## config.mk

```make
export PLATFORM = sky130hd
export DESIGN_NAME = rgb_mem_arb
export DESIGN_NICKNAME = d
export VERILOG_FILES = /design/src/rtl/demosaic_pkg.sv /design/src/rtl/rr_pick.sv /design/src/rtl/rgb_mem_arb.sv
export SDC_FILE = /design/constraint.sdc
export NUM_CORES = 1
export LEC_CHECK = 0
export BUFFER_PORTS_ARGS = -buffer_cell sky130_fd_sc_hd__buf_2
export CORE_MARGIN = 8
export CORE_UTILIZATION = 36
export DETAILED_ROUTE_END_ITERATION = 8
export HOLD_SLACK_MARGIN = 0.03
export PLACE_DENSITY = 0.6
export SLEW_MARGIN = 20
export SYNTH_ARGS = -nofsm -noshare
export SYNTH_HDL_FRONTEND = slang
export SYNTH_SLANG_ARGS = --single-unit
```

## constraint.sdc

```tcl
create_clock -name clk -period 2.9 [get_ports clk]
set_input_delay 0.29 -clock clk [delete_from_list [all_inputs] [get_ports clk]]
set_output_delay 0.29 -clock clk [all_outputs]
set_load 0.05 [all_outputs]
```

## src/rtl/demosaic_pkg.sv

```systemverilog
// demosaic_pkg: shared image/memory geometry, requester indices and arbiter state type.
package demosaic_pkg;
  localparam int ADDR_W     = 14;
  localparam int DATA_W     = 8;
  localparam int IMG_W      = 128;
  localparam int NREQ       = 3;
  localparam int REQ_LOAD   = 0;
  localparam int REQ_INTERP = 1;
  localparam int REQ_HOST   = 2;
  typedef enum logic {ARB, LOCK} arb_state_e;
endpackage

```

## src/rtl/rr_pick.sv

```systemverilog
// rr_pick: combinational round-robin selector, first set req at or above ptr (mod N).
module rr_pick #(
  parameter int N  = 3,
  parameter int PW = $clog2(N)
) (
  input  logic [N-1:0]  req,
  input  logic [PW-1:0] ptr,
  output logic [N-1:0]  gnt,
  output logic [PW-1:0] idx
);
  import demosaic_pkg::*;
  // scan farthest-first so the nearest set bit overwrites the result last
  always_comb begin
    idx = '0;
    for (int k = N - 1; k >= 0; k--)
      if (req[(int'(ptr) + k) % N]) idx = PW'((int'(ptr) + k) % N);
    gnt = (|req) ? (N'(1) << idx) : '0;
  end
endmodule

```

## src/rtl/rgb_mem_arb.sv

```systemverilog
// rgb_mem_arb: round-robin SRAM port arbiter with burst lock and fixed-latency read return.
// Define RGB_MEM_ARB_STATS_EN to add the saturating stall_cnt output.
module rgb_mem_arb #(
  parameter int NREQ      = demosaic_pkg::NREQ,
  parameter int ADDR_W    = demosaic_pkg::ADDR_W,
  parameter int DATA_W    = demosaic_pkg::DATA_W,
  parameter int MAX_BURST = 8
) (
  input  logic                     clk,
  input  logic                     reset,
  input  logic [NREQ-1:0]          req,
  input  logic [NREQ-1:0]          req_lock,
  input  logic [NREQ-1:0]          req_wr,
  input  logic [NREQ*ADDR_W-1:0]   req_addr,
  input  logic [NREQ*DATA_W-1:0]   req_wdata,
  output logic [NREQ-1:0]          gnt,
  output logic [NREQ-1:0]          rd_valid,
  output logic [DATA_W-1:0]        rd_data,
  output logic                     mem_wr,
  output logic [ADDR_W-1:0]        mem_addr,
  output logic [DATA_W-1:0]        mem_wdata,
  input  logic [DATA_W-1:0]        mem_rdata
`ifdef RGB_MEM_ARB_STATS_EN
  , output logic [15:0]            stall_cnt
`endif
);
  import demosaic_pkg::*;
  localparam int PW = $clog2(NREQ);
  arb_state_e state_q, state_d;
  logic [PW-1:0] ptr_q, ptr_d, owner_q, owner_d, sel, pick_idx;
  logic [7:0] burst_q, burst_d;
  logic [NREQ-1:0] pick_gnt, own_oh, rd_tag_q, rd_tag_d, rd_valid_q, rd_valid_d;
  logic [DATA_W-1:0] rd_data_q, rd_data_d, mem_wdata_q, mem_wdata_d;
  logic [ADDR_W-1:0] mem_addr_q, mem_addr_d;
  logic mem_wr_q, mem_wr_d, acc, others;
  rr_pick #(.N(NREQ)) u_pick (.req(req), .ptr(ptr_q), .gnt(pick_gnt), .idx(pick_idx));
  always_comb begin
    state_d = state_q;
    ptr_d   = ptr_q;
    owner_d = owner_q;
    burst_d = burst_q;
    own_oh  = NREQ'(1) << owner_q;
    others  = |(req & ~own_oh);
    sel     = pick_idx;
    gnt     = '0;
    if (state_q == ARB) begin
      gnt = pick_gnt;
      if (|pick_gnt) begin
        ptr_d = PW'((int'(pick_idx) + 1) % NREQ);
        // a one-grant burst limit with someone waiting makes the lock pointless
        if (req_lock[pick_idx] && !(MAX_BURST <= 1 && |(req & ~pick_gnt))) begin
          state_d = LOCK;
          owner_d = pick_idx;
          burst_d = 8'd1;
        end
      end
    end else begin
      sel     = owner_q;
      gnt     = req[owner_q] ? own_oh : '0;
      burst_d = (burst_q >= 8'(MAX_BURST)) ? burst_q : burst_q + 8'd1;
      if (!req[owner_q] || !req_lock[owner_q] || (burst_d >= 8'(MAX_BURST) && others))
        state_d = ARB;
    end
    gnt         = reset ? '0 : gnt;
    acc         = |gnt;
    mem_wr_d    = acc & req_wr[sel];
    mem_addr_d  = acc ? req_addr[sel*ADDR_W +: ADDR_W] : mem_addr_q;
    mem_wdata_d = acc ? req_wdata[sel*DATA_W +: DATA_W] : mem_wdata_q;
    rd_tag_d    = (acc && !req_wr[sel]) ? gnt : '0;
    rd_valid_d  = rd_tag_q;
    rd_data_d   = (|rd_tag_q) ? mem_rdata : rd_data_q;
  end
  always_ff @(posedge clk) begin
    if (reset) begin
      state_q     <= ARB;
      ptr_q       <= '0;
      owner_q     <= '0;
      burst_q     <= '0;
      mem_wr_q    <= 1'b0;
      mem_addr_q  <= '0;
      mem_wdata_q <= '0;
      rd_tag_q    <= '0;
      rd_valid_q  <= '0;
      rd_data_q   <= '0;
    end else begin
      state_q     <= state_d;
      ptr_q       <= ptr_d;
      owner_q     <= owner_d;
      burst_q     <= burst_d;
      mem_wr_q    <= mem_wr_d;
      mem_addr_q  <= mem_addr_d;
      mem_wdata_q <= mem_wdata_d;
      rd_tag_q    <= rd_tag_d;
      rd_valid_q  <= rd_valid_d;
      rd_data_q   <= rd_data_d;
    end
  end
  assign mem_wr    = mem_wr_q;
  assign mem_addr  = mem_addr_q;
  assign mem_wdata = mem_wdata_q;
  assign rd_valid  = rd_valid_q;
  assign rd_data   = rd_data_q;
`ifdef RGB_MEM_ARB_STATS_EN
  logic [15:0] stall_q, stall_d;
  always_comb stall_d = (stall_q != 16'hFFFF && |(req & ~gnt)) ? stall_q + 16'd1 : stall_q;
  always_ff @(posedge clk) begin
    if (reset) stall_q <= '0;
    else       stall_q <= stall_d;
  end
  assign stall_cnt = stall_q;
`endif
endmodule
```

==> Word level (Yosys, flattened, before mapping) <==
Cells that the tools add are included.
{ "classes": {"multipliers": 1, "div": 4, "n_mux": 33, "n_reduce_logical": 18, "bitwise_logic": 5, "order_cmp": 8, "n_shift": 4, "addsub": 4} }
{ "op_table": {"columns": ["operator", "n"], "rows": [
  ["$lt 32x4->1 const B", 3],
  ["$mod 32x3->32 const B", 3],
  ["$shiftx 42x7->14", 1],
  ["$mod 3x3->32 const B", 1],
  ["$mux 8", 4],
  ["$shiftx 24x6->8", 1],
  ["$ge 8x4->1 const B", 2],
  ["$reduce_or 3->1", 5],
  ["$bmux 1 s2", 7],
  ["$mux 1", 14],
  ["$mux 3", 4],
  ["$lt 2x3->1 const B", 3],
  ["$add 8x1->8 const B", 1],
  ["$mux 2", 4],
  ["$add 2x1->3 const B", 2],
  ["$shl 1x2->3 const A", 2],
  ["$mul 2x3->5 const B", 1],
  ["$reduce_and 2->1", 2],
  ["$reduce_bool 2->1", 2],
  ["$add 2x2->3 const B", 1],
  ["$and 3x3->3", 1],
  ["$logic_not 1->1", 3],
  ["$not 3->3", 1],
  ["$reduce_and 3->1", 1],
  ["other kinds (5)", 8]
]} }
{ "word_totals": {"regBits": 50} }

==> Depth between registers and ports, before layout <==
{ "depth": {"word_depth": 16, "ltp_mapped": 11, "ltp_nobuf": 9} }

==> Modules after synthesis <==
From an unflattened synthesis, not the netlist that was laid out.
{ "hier_totals": {"hier_cells": 291, "area_unflattened_um2": 3111.7} }
{ "modules_own_cells": {"columns": ["mod", "area_per_inst_um2", "cells_each", "seq_area_each_um2", "instances"], "rows": [
  ["rgb_mem_arb", 2864.0, 258, 1001.0, 1],
  ["rr_pick", 247.7, 33, 0.0, 1]
]} }

==> Worst setup path before layout <==
Ideal clock, no wire load.
{ "synth_timing": {"path_type": "reg-to-output", "startpoint": "register ptr_q[0]", "endpoint": "output gnt[0]", "arrival_time_ns": 2.323, "setup_slack_ns": 0.287, "required_ns": 2.610, "stages_incl_launch_ff": 9, "cell_sequence": "dfxtp_1 -> inv_1 -> ha_1 -> nor3b_2 -> a211oi_2 -> o21ai_1 -> nor2b_1 -> a31oi_1 -> nor2_1"} }
{ "synth_between": {"elab_chain_cells": 12} }
{ "synth_lines": {"columns": ["item", "line_no", "text"], "rows": [
  ["from (decl)", "rgb_mem_arb.sv:30", "logic [PW-1:0] ptr_q, ptr_d, owner_q, owner_d, sel, pick_idx;"],
  ["from (signal assigned)", "rgb_mem_arb.sv:87", "ptr_q <= ptr_d;"],
  ["$add 2x2->3", "rr_pick.sv:16", "if (req[(int'(ptr) + k) % N]) idx = PW'((int'(ptr) + k) % N);"],
  ["$mod 32x3->32", "rr_pick.sv:16", null],
  ["$bmux 1 s2", "rr_pick.sv:16", null],
  ["$mux 1 (not written as such) (2 in series)", "rr_pick.sv:16", null],
  ["$mux 2 (2 in series)", "rr_pick.sv:16", null],
  ["$mux 2 *", "rr_pick.sv:16", null],
  ["$shl 1x2->3 *", "rr_pick.sv:17", "gnt = (|req) ? (N'(1) << idx) : '0;"],
  ["$mux 3 *", "rr_pick.sv:17", null],
  ["$mux 3 *", "rgb_mem_arb.sv:46", "if (state_q == ARB) begin"],
  ["$mux 3 *", "rgb_mem_arb.sv:64", "gnt = reset ? '0 : gnt;"],
  ["to (decl)", "rgb_mem_arb.sv:16", "output logic [NREQ-1:0] gnt,"]
]} }
Mark *: on every way between the ends. The rest lies on a longest branch, timed or not. The select of a mux whose other input is x is not followed.

==> Final worst setup path <==
{ "layout_timing": {"startpoint": "register ptr_q[1]", "endpoint": "output gnt[0]"} }
Same word-level chain as after synthesis.

==> tab_implementation.tex <==
\begin{tabular}{lr}
\hline
Metric & Value \\
\hline
\multicolumn{2}{l}{\textbf{Outcome}} \\
\quad Outcome & complete, no violations \\
\multicolumn{2}{l}{\textbf{Critical path}} \\
\quad CP Launch Type & register \\
\quad Signal arrival time at the worst endpoint & approximately 2.4 ns \\
\quad Crit Path Class & reg -> out \\
\quad Data required time of the worst path & approximately 2.6 ns \\
\quad Logic depth of the worst register-to-register path & 10 \\
\quad Slack of the worst reg-to-reg path & 0.25 ns \\
\quad Critical path, cell by cell & inv\_1, ha\_4, mux2\_4, nor4b\_4, o21ai\_1, nor2b\_2, a31oi\_2, nor2\_1, clkbuf\_4 \\
\quad Worst setup EP type & output pin \\
\quad Delay of the slowest cell on the worst path & 0.39 ns \\
\quad Maximum net fanout on the critical path & 8 \\
\quad RR Startpoint & ptr\_q[0] \\
\quad Highest-delay cell along the critical path & sky130\_fd\_sc\_hd\_\_dfxtp\_1 \\
\quad Worst R2R End & mem\_addr[0] \\
\multicolumn{2}{l}{\textbf{GRT}} \\
\quad Largest net degree at the start of global routing & 49 \\
\quad Number of antenna violations at the first check in global routing & 0 \\
\quad Number of global-route vias before repair & 2685 \\
\quad All-Layer GR Usage & between 10\% and 20\% \\
\quad Overall overflow remaining after global route & 0 \\
\quad Wire length of the first global-routing pass & 13400 um \\
\multicolumn{2}{l}{\textbf{Hold path}} \\
\quad Hold Path Class & in -> reg \\
\quad WHS Endpoint & rd\_data[0] \\
\quad Hold depth & 3 \\
\quad Source of the worst hold timing path & mem\_rdata[0] \\
\multicolumn{2}{l}{\textbf{Detailed routing}} \\
\quad Avg Vias per Cell & roughly 5.1 \\
\quad Residual DRC & 0 \\
\quad Initial DRC Count & 99 \\
\quad Drt first pass iters & 4 \\
\quad Total detailed-routing wirelength & around 8400 um \\
\quad Count of nets left with antenna violations after detail routing & 0 \\
\quad Via total after detailed routing & 2609 \\
\quad Avg WL per Cell & $\sim$17 um \\
\multicolumn{2}{l}{\textbf{Yosys}} \\
\quad Most instantiated cells after synthesis & 50 x sky130\_fd\_sc\_hd\_\_dfxtp\_1, 22 x sky130\_fd\_sc\_hd\_\_a211oi\_2, 22 x sky130\_fd\_sc\_hd\_\_nor3\_2 \\
\quad Synthesized Nets & between 300 and 400 \\
\quad Total of warnings raised by yosys & 0 \\
\quad Post-synthesis sequential area ratio & roughly a third \\
\quad Number of standard cells after synthesis & 289 \\
\quad Async set or reset register ratio after synthesis & 0\% \\
\quad Yosys reg bits & 50 \\
\quad Cell accounting for the most synthesized area & sky130\_fd\_sc\_hd\_\_dfxtp\_1 \\
\quad Count of flip-flops with a built-in enable after synthesis & 0 \\
\quad Most area-consuming cells after synthesis & sky130\_fd\_sc\_hd\_\_dfxtp\_1 31\%, sky130\_fd\_sc\_hd\_\_a211oi\_2 8.6\%, sky130\_fd\_sc\_hd\_\_a22oi\_2 7.5\% \\
\quad Most frequent cell after synthesis & sky130\_fd\_sc\_hd\_\_dfxtp\_1 \\
\quad Number of distinct library cells after synthesis & 61 \\
\quad Avg Synthesized Cell Area & 11.0 um2 \\
\quad Post-synthesis instance area & between 3000 and 4000 um2 \\
\quad Fraction of post-synthesis cell area in the top cell type by area & a little under a third \\
\quad Ys flop type & sky130\_fd\_sc\_hd\_\_dfxtp\_1 \\
\multicolumn{2}{l}{\textbf{Placed design}} \\
\quad Detailed placement HPWL & 6320 um \\
\quad \# placed instances & between 400 and 500 \\
\quad GPL Wtd Cong & 0.840 \\
\quad Number of buffers inserted by port buffering & around 120 \\
\quad Placed cell area & around 3800 um2 \\
\multicolumn{2}{l}{\textbf{Floorplanning}} \\
\quad Height of the die & roughly 110 um \\
\quad Row count & 34 \\
\quad Die W & 110 um \\
\quad I/O pin cnt & 122 \\
\quad Die area & 12100 um2 \\
\quad Initial core utilization & a little under two fifths \\
\quad CORE AREA & 8640 um2 \\
\multicolumn{2}{l}{\textbf{Timing}} \\
\quad Share of the clock period used by the worst path after layout & around 94\% \\
\quad Highest achievable clock rate & around 370 MHz \\
\quad Slew at the pin with the worst max-slew slack & 0.986 ns \\
\quad Total negative slack for setup checks & 0 ns \\
\quad Max-Slew Margin vs Limit & between 30\% and 40\% \\
\quad Final-report max-slew violation count & 0 \\
\quad Setup Viol. Count Final & 0 \\
\quad Min Tclk post-route & 2.72 ns \\
\quad Worst-case clock skew & 0.00284 ns \\
\quad Hold violation total from the final report & 0 \\
\quad RSZ-0062 raised after global routing & no \\
\multicolumn{2}{l}{\textbf{Clock network}} \\
\quad CTS HTree Levels & 2 \\
\quad CTS Root Buffer Type & sky130\_fd\_sc\_hd\_\_clkbuf\_8 \\
\quad Clock buffers created by TritonCTS & 5 \\
\quad Max Root-Sink Buffers & 2 \\
\quad Post-CTS clock slew at the launch and capture registers of the worst setup and hold paths & approximately 0.09 ns \\
\quad Worst-Skew Late Latency & about 0.30 ns \\
\quad CTS tree & built \\
\quad Hold Buf Count CTS & 0 \\
\quad Clock Sinks & 50 \\
\multicolumn{2}{l}{\textbf{Finish}} \\
\quad Diode insertion count for antenna repair & 0 \\
\quad Number of filler cells placed in the layout & about 830 \\
\quad Sequential standard cell area & $\sim$1000 um2 \\
\quad Fin cells & between 500 and 600 \\
\quad Fraction of layout cells with a size suffix above 1 & about 64\% \\
\quad Final instance area & approximately 4000 um2 \\
\quad Post-layout nets & around 490 \\
\quad Multi-input combinational cell area & just over 2000 um2 \\
\quad Layout area overhead & 25.6\% \\
\multicolumn{2}{l}{\textbf{Job}} \\
\quad Total of max-cap violations & 0 \\
\multicolumn{2}{l}{\textbf{Pwr}} \\
\quad Sequential group share of total power & between 20 and 25\% \\
\quad Share of total power in the clock network & a little under an eighth \\
\quad Internal Pwr Total & 0.00215 W \\
\quad Total net switching power & 0.00223 W \\
\quad Power density over cell area & roughly 1100 nW/um2 \\
\quad Share of total power in combinational logic & 63.9\% \\
\quad Static leakage & 1.73 nW \\
\quad VDD IR max & approximately 0.45 mV \\
\quad Switching share of power & roughly half \\
\hline
\end{tabular}
==> per-stage QoR <==
stage          power (W)  setup slack (ns)  hold slack, ns  util (%)
3_3_place_gp     0.00379             0.263           0.461      43.7
2_1_floorplan    0.00338             0.287           0.434         -
5_1_grt          0.00466            0.0384           0.218      46.3
6_report         0.00438             0.183           0.218      46.3
3_5_place_dp     0.00382             0.173           0.465      43.7
4_1_cts          0.00437            0.0139           0.206      45.4
==> layout make-up <==
class | instances | share of cell area [%]
multi-input combinational | 205 | 50.9
clock buffer | 5 | 1.72
clock inverter | 3 | 1.09
sequential | 50 | 25.0
timing repair buffer | 128 | 16.9
inverter | 9 | 0.969
tap | 108 | 3.38
==> cells in the final DEF, fill, tap and decap left out, drive strengths merged, types with 2 or more instances in the layout <==
| cell type | n |
|---|---|
| a22oi | 22 |
| nor3 | 29 |
| clkbuf | 7 |
| o21ai | 9 |
| nand2 | 8 |
| nand3 | 2 |
| a31oi | 3 |
| o32ai | 3 |
| nor2 | 19 |
| nor4b | 3 |
| ha | 5 |
| o31ai | 3 |
| and2 | 2 |
| dfxtp | 50 |
| nor2b | 7 |
| buf | 126 |
| a211oi | 23 |
| a21oi | 5 |
| inv | 10 |
| o31a | 2 |
| mux2i | 12 |
| and3 | 6 |
| mux2 | 26 |
==> cell families after synthesis <==
group                      synth area share [%]
and+or+nand+nor                            18.0
AOI/OAI and AO/OA                          27.8
DFF                                        31.4
muxes                                      13.2
buffers and inverters                      7.38
adders and majority gates                  1.96
xor gates and xnor gates                  0.275
==> power groups by stage <==
stage / registers [W] / logic (W) / clock network [W]
global route: 0.00111 / 0.00300 / 0.000547
CTS: 0.00108 / 0.00277 / 0.000523
finish: 0.00108 / 0.00280 / 0.000501
global placement: 0.00108 / 0.00271 / 0
detailed placement: 0.00109 / 0.00273 / 0
floorplan: 0.00169 / 0.00169 / 0
==> worst max-delay path, delay by kind of cell (launching register included) <==
kind,cells,cell delay [ns]
flops,1,0.39
compound gates,2,0.33
simple gates,3,0.53
mux,1,0.34
buf+inv,2,0.32
fa+ha+maj,1,0.20
==> how the worst max path moves through the flow <==
stage	start	to	slack, ns	depth (start not counted)
2_1_floorplan	ptr_q[0]	gnt[0]	0.29	8
3_3_place_gp	ptr_q[0]	mem_addr[11]	0.26	10
3_5_place_dp	ptr_q[0]	mem_addr[6]	0.17	10
4_1_cts	ptr_q[1]	gnt[0]	0.01	9
5_1_grt	ptr_q[1]	gnt[0]	0.04	9
6_report	ptr_q[1]	gnt[0]	0.18	9
==> what timing repair did <==
action,4_1_cts,5_1_grt
resized for setup,6,14
cloned,0,0
buffers inserted,0,3
pin swaps,1,2
setup endpoints to repair,2,3
==> flip-flops by register name (all words and copies together) (netlist names) <==
name	flops
rd_data	8
owner_q	2
state_q	1
mem_wr	1
burst_q	8
mem_addr	14
mem_wdata	8
rd_valid	3
ptr_q	2
rd_tag_q	3
==> routing by layer <==
layer / up-vias / wire length, um / track usage (%)
met4: 0 / 38 / 2.03
met2: 86 / 3880 / 22.9
met3: 5 / 865 / 3.37
met5: - / 0 / 0
li1: 1297 / - / -
met1: 1221 / 3610 / 17.3
Power figures use the tool's default switching activity.
